**config.mk**
```make
export PLATFORM = sky130hd
export DESIGN_NAME = freelist
export DESIGN_NICKNAME = d
export VERILOG_FILES = /design/src/rtl/freelist_pkg.sv /design/src/rtl/freelist_prefix_count.sv /design/src/rtl/freelist.sv
export SDC_FILE = /design/constraint.sdc
export NUM_CORES = 2
export LEC_CHECK = 0
export CAP_MARGIN = 10
export CELL_PAD_IN_SITES_DETAIL_PLACEMENT = 1
export CELL_PAD_IN_SITES_GLOBAL_PLACEMENT = 1
export CORE_MARGIN = 2
export CORE_UTILIZATION = 53
export DETAILED_ROUTE_END_ITERATION = 8
export PLACE_DENSITY = 0.92
export SYNTH_ARGS = -nofsm -noshare
export SYNTH_HDL_FRONTEND = slang
export SYNTH_SLANG_ARGS = --single-unit
export TNS_END_PERCENT = 1
```
**constraint.sdc**
```tcl
create_clock -name clock -period 4.6 [get_ports clock]
set_clock_uncertainty 0.15 [all_clocks]
set_input_delay 0.69 -clock clock [delete_from_list [all_inputs] [get_ports clock]]
set_output_delay 0.69 -clock clock [all_outputs]
set_load 0.03 [all_outputs]
```
**src/rtl/freelist_pkg.sv**
```systemverilog
// Shared sizing constants, pointer type and port packets for the rename-stage free list.
package freelist_pkg;

  localparam int FL_SIZE        = 64;
  localparam int LOGIC_REG_SIZE = 32;
  localparam int PREG_W         = $clog2(FL_SIZE);
  localparam int PTR_W          = PREG_W + 1;
  localparam int WIDTH          = 3;

  typedef logic [PTR_W-1:0] fl_ptr_t;

  typedef struct packed {
    logic [WIDTH-1:0] alloc_req;
  } freelist_in_packet_rename_t;

  typedef struct packed {
    logic [WIDTH-1:0][PREG_W-1:0] alloc_preg;
    logic [WIDTH-1:0]             alloc_valid;
    logic                         fl_stall;
  } freelist_out_packet_t;

  typedef struct packed {
    logic [WIDTH-1:0]             retire_valid;
    logic [WIDTH-1:0][PREG_W-1:0] retire_preg;
  } freelist_in_packet_retire_t;

endpackage

```
**src/rtl/freelist_prefix_count.sv**
```systemverilog
// Exclusive prefix popcount and total over a 3-slot request vector (slot 0 oldest).
module freelist_prefix_count (
  input  logic [2:0] req,
  output logic [1:0] pre0,
  output logic [1:0] pre1,
  output logic [1:0] pre2,
  output logic [1:0] total
);

  // Running count of set bits below each slot.
  always_comb begin
    pre0  = 2'd0;
    pre1  = {1'b0, req[0]};
    pre2  = {1'b0, req[0]} + {1'b0, req[1]};
    total = pre2 + {1'b0, req[2]};
  end

endmodule

```
**src/rtl/freelist.sv**
```systemverilog
// Circular free list of physical tags: 3-wide compacted allocate at head, retire at tail,
// head restored from a branch checkpoint on recovery.
module freelist
  import freelist_pkg::*;
(
  input  logic                  clock,
  input  logic                  reset,
  input  logic [2:0]            alloc_req,
  output logic [3*PREG_W-1:0]   alloc_preg,
  output logic [2:0]            alloc_valid,
  output logic                  fl_stall,
  output logic [PTR_W-1:0]      free_count,
  input  logic [2:0]            retire_valid,
  input  logic [3*PREG_W-1:0]   retire_preg,
  output logic [PTR_W-1:0]      head_ptr_out,
  input  logic                  branch_recover,
  input  logic [PTR_W-1:0]      recover_head_ptr
);

  freelist_in_packet_rename_t ren_s;
  freelist_in_packet_retire_t ret_s;
  freelist_out_packet_t       out_s;

  logic [PREG_W-1:0] entry_r [FL_SIZE];
  fl_ptr_t           head_r;
  fl_ptr_t           tail_r;
  fl_ptr_t           head_next_s;
  fl_ptr_t           free_count_s;

  logic [1:0]        apre_s [3];
  logic [1:0]        rpre_s [3];
  logic [1:0]        alloc_total_s;
  logic [1:0]        retire_total_s;
  logic [1:0]        grant_cnt_s;
  logic [PREG_W-1:0] rd_idx_s [3];
  logic [PREG_W-1:0] wr_idx_s [3];

  assign ren_s.alloc_req    = alloc_req;
  assign ret_s.retire_valid = retire_valid;
  assign ret_s.retire_preg  = retire_preg;

  freelist_prefix_count u_alloc_pc (
    .req   (ren_s.alloc_req),
    .pre0  (apre_s[0]),
    .pre1  (apre_s[1]),
    .pre2  (apre_s[2]),
    .total (alloc_total_s)
  );

  freelist_prefix_count u_retire_pc (
    .req   (ret_s.retire_valid),
    .pre0  (rpre_s[0]),
    .pre1  (rpre_s[1]),
    .pre2  (rpre_s[2]),
    .total (retire_total_s)
  );

  assign free_count_s = tail_r - head_r;

  // Read/write indices wrap naturally because FL_SIZE is a power of two.
  always_comb begin
    for (int k = 0; k < 3; k++) begin
      rd_idx_s[k] = head_r[PREG_W-1:0] + {{(PREG_W-2){1'b0}}, apre_s[k]};
      wr_idx_s[k] = tail_r[PREG_W-1:0] + {{(PREG_W-2){1'b0}}, rpre_s[k]};
    end
  end

  // All-or-nothing grant; held off during reset and recovery.
  always_comb begin
    out_s       = '0;
    grant_cnt_s = 2'd0;
    if (!reset || branch_recover) begin
      out_s       = '0;
      grant_cnt_s = 2'd0;
    end else if ({{(PTR_W-2){1'b0}}, alloc_total_s} > free_count_s) begin
      out_s.fl_stall = 1'b1;
    end else begin
      grant_cnt_s       = alloc_total_s;
      out_s.alloc_valid = ren_s.alloc_req;
      for (int k = 0; k < 3; k++) begin
        if (ren_s.alloc_req[k]) begin
          out_s.alloc_preg[k] = entry_r[rd_idx_s[k]];
        end else begin
          out_s.alloc_preg[k] = {PREG_W{1'b0}};
        end
      end
    end
  end

  // Recovery overrides any head advance from this cycle.
  always_comb begin
    if (branch_recover) begin
      head_next_s = recover_head_ptr;
    end else begin
      head_next_s = head_r + {{(PTR_W-2){1'b0}}, grant_cnt_s};
    end
  end

  // Pointer and buffer state; retired tags are compacted at tail in slot order.
  always_ff @(posedge clock or negedge reset) begin
    if (!reset) begin
      head_r <= {PTR_W{1'b0}};
      tail_r <= PTR_W'(FL_SIZE - LOGIC_REG_SIZE);
      for (int i = 0; i < FL_SIZE; i++) begin
        entry_r[i] <= (i < FL_SIZE - LOGIC_REG_SIZE) ? PREG_W'(LOGIC_REG_SIZE + i) : {PREG_W{1'b0}};
      end
    end else begin
      head_r <= head_next_s;
      tail_r <= tail_r + {{(PTR_W-2){1'b0}}, retire_total_s};
      for (int k = 0; k < 3; k++) begin
        if (ret_s.retire_valid[k]) begin
          entry_r[wr_idx_s[k]] <= ret_s.retire_preg[k];
        end
      end
    end
  end

  assign alloc_preg   = out_s.alloc_preg;
  assign alloc_valid  = out_s.alloc_valid;
  assign fl_stall     = out_s.fl_stall;
  assign free_count   = free_count_s;
  assign head_ptr_out = head_r;

endmodule
```
==> flow_summary.yaml <==
logic_synthesis:
  ys_types: 67
  netlist_instances: 2963
  ys_seq_area_share_pct: 28.1
  ys.flop_type: "dfrtp_1"
  ys_warn_count: 0
  synth_area_mm2: 0.0359
  synth-edff-count: 0
  syn_nets: 3026
  syn_area_per_cell_um2: 12.1
  ys_ff_latch: 398
  async_flop_share_pct: 100
worst_setup_path:
  critPathSlowestCell: "fa_4"
  required_ps: 3760
  worst-setup-path-type: "in2out"
  arrival_ps: 4100
  cp-start-kind: "input port"
  end_kind: "output port"
  max_stage_delay_ps: 930
  cp_max_fo: 13
  cp_cell_sequence: "clkdlybuf4s15_2 -> ha_4 -> ha_4 -> fa_4 -> buf_12 -> buf_4 -> mux4_2 -> a211oi_1 -> a31oi_1 -> buf_4 -> a21oi_4 -> a211oi_4 -> buf_6"
floorplan:
  initial_utilization_pct: 53.5
  dieArea_mm2: 0.0698
  io_pins: 70
  fp.dieH_um: 264
  dieWidth_um: 264
  core-area_mm2: 0.0672
  core.rowCount: 95
grt:
  overflow: 0
  grt_max_degree: 152
  track_usage_pct: 49.0
  grt_pass1_vias: 34174
  grt_pass1_wl_um: 247000
  antenna_found_initial: 17
pwr:
  p_clk_share_pct: 14.1
  ir_worst_vdd_uv: 349
  p_seq_share_pct: 28.8
  leakage_nw: 16.6
  p_per_area_mw_per_mm2: 714
  power.total_w: 0.0298
  swShare_pct: 44.1
  p_int_w: 0.0166
  switchingPower_w: 0.0131
  comb_power_share_pct: 57.2
clock_tree:
  path_clk_slew_ps: 60
  htreeDepth: 2
  clkSinkCount: 398
  hold_buffers: 0
  clk_latency_ps: 630
  cts.path.max_buffers: 3
  cts_root_buf: "clkbuf_16"
  cts_buffers: 48
  cts_tree: "done"
sta:
  hold_viol: 0
  period_share_pct: 107
  slew_headroom_pct: 14.4
  fmax_ghz: 0.202
  period_minus_slack_ps: 4940
  slew_violations: 0
  setup_tns_ps: -3320
  rsz0062_at_grt: "true"
  worst_slack_ps: -341
  worst_pin_slew_ps: 1280
  setup_viol: 17
  finalHoldWorstSlack_ps: 66.1
drt:
  firstDrtPassIters: 9
  vias: 32729
  wire_per_inst_um: 43.0
  viasPerCell: 8.08
  drc: 0
  wl_um: 174000
  final_antenna_net_count: 0
  initialDrtViolationCount: 5799
hold_path:
  hp-class: "in2async"
placement:
  routabilityCongestion: 1.06
  io_buffers: 69
  hpwl_um: 116000
  pre_cts_ws_ps: -837
run:
  maxCapViolCount: 0
layout:
  fin_util_pct: 62.1
  syn_to_final_growth_pct: 16.1
  num-nets-final: 3193
  drive_above_1_share_pct: 63.9
outcome:
  violations: "setup timing"
  status: "finished, violations left"
## critical path, delay by kind of cell
family                     cells  cell delay (ps)
buffers and inverters          5              910
AOI/OAI and AO/OA              4              800
adders and majority gates      3             1350
muxes                          1              330
## final timing paths
path	endpoint	cells past startpoint	from	slack, ps
min in group clock	tail_r[6]	1	tail_r[6]	460
max	alloc_preg[14]	13	alloc_req[0]	-340
max in group asynchronous	entry_r[380]	3	reset	2450
max reg2reg	head_ptr_out[6]	15	head_ptr_out[0]	380
min	entry_r[198]	2	reset	70
min reg2reg	tail_r[6]	1	tail_r[6]	460
## cell usage after synthesis (11+ instances only)
library cell	number	area, µm²
nor3_4	15	244
nand3_1	60	300
a32oi_1	13	114
inv_1	16	60.1
dfstp_2	113	2970
a22oi_1	24	180
xnor2_1	17	149
a21oi_1	26	130
a31oi_1	11	68.8
nor3_1	15	75.1
o21ai_0	12	60.1
o22ai_1	15	93.8
a211oi_1	22	165
nand2_1	198	743
nor2_1	141	529
ha_1	22	275
and2_1	16	100
mux2i_1	48	480
nand2b_1	17	106
buf_1	40	150
nor2b_1	22	138
or3_1	13	81.3
dfrtp_1	285	7130
clkbuf_1	176	661
buf_2	43	215
mux2_1	74	833
nand4_1	26	163
mux4_2	291	6550
mux2_2	1066	12000
o21ai_1	14	70.1
## cells by family after synthesis
group / synth area share [%]
xor gates and xnor gates: 0.610
adders and majority gates: 1.16
buffers and inverters: 3.28
DFF: 28.1
and+or+nand+nor: 7.63
AOI/OAI and AO/OA: 3.84
muxes: 55.4
## layout make-up
cell class              count  area (µm²)
fillers                  6477       25500
repair buffers            386        3530
flip-flops and latches    398       10100
clock inverters            21         287
clock buffers              67        1380
well taps                 873        1090
inverters                  17        63.8
multi-input cells        2279       25200
diodes                     10        25.0
## power groups by stage
stage	clock, W	sequential, W	combinational [W]
final	0.00418	0.00857	0.0170
after global routing	0.00430	0.00844	0.0174
after CTS	0.00418	0.00815	0.0160
after detailed placement	0	0.00819	0.0155
after global placement	0	0.00793	0.0145
after floorplan	0	0.00651	0.0108
## metal layers
metal | routed length, µm | vias up | global-route usage [%]
met4 | 16200 | 21 | 36.7
met1 | 58900 | 16387 | 58.1
met3 | 26200 | 1228 | 21.6
li1 | - | 11746 | -
met2 | 72500 | 3347 | 70.2
met5 | 254 | - | 0.762
## what timing repair did
item	4_1_cts	5_1_grt
cloned	3	1
setup endpoints to repair	20	21
resized for setup	78	37
setup buffers	7	7
pin swaps	21	20
## state kept, by name, indices dropped and copies added (netlist names)
signal and cells:
entry_r 384, head_ptr_out 7, tail_r 7
## stage by stage
stage               cells  cell area (µm²)
global route         4041            41700
global placement     3939            39300
detailed placement   3939            39300
floorplan            2963            35900
finish               4051            41700
CTS                  4034            41400
## placed cells by master (no fill, tap or decap), types with 16 or more instances in the layout
cell type,n
a21oi_1,19
a22oi_1,23
buf_12,34
buf_4,294
clkbuf_16,50
clkdlybuf4s50_1,26
dfrtp_1,281
dfstp_2,113
ha_1,16
inv_1,16
mux2_1,74
mux2_2,1066
mux2i_1,45
mux4_2,291
nand2_1,198
nand2b_1,17
nand3_1,60
nand4_1,26
nor2_1,139
nor2b_1,18
Power figures use the tool's default switching activity.
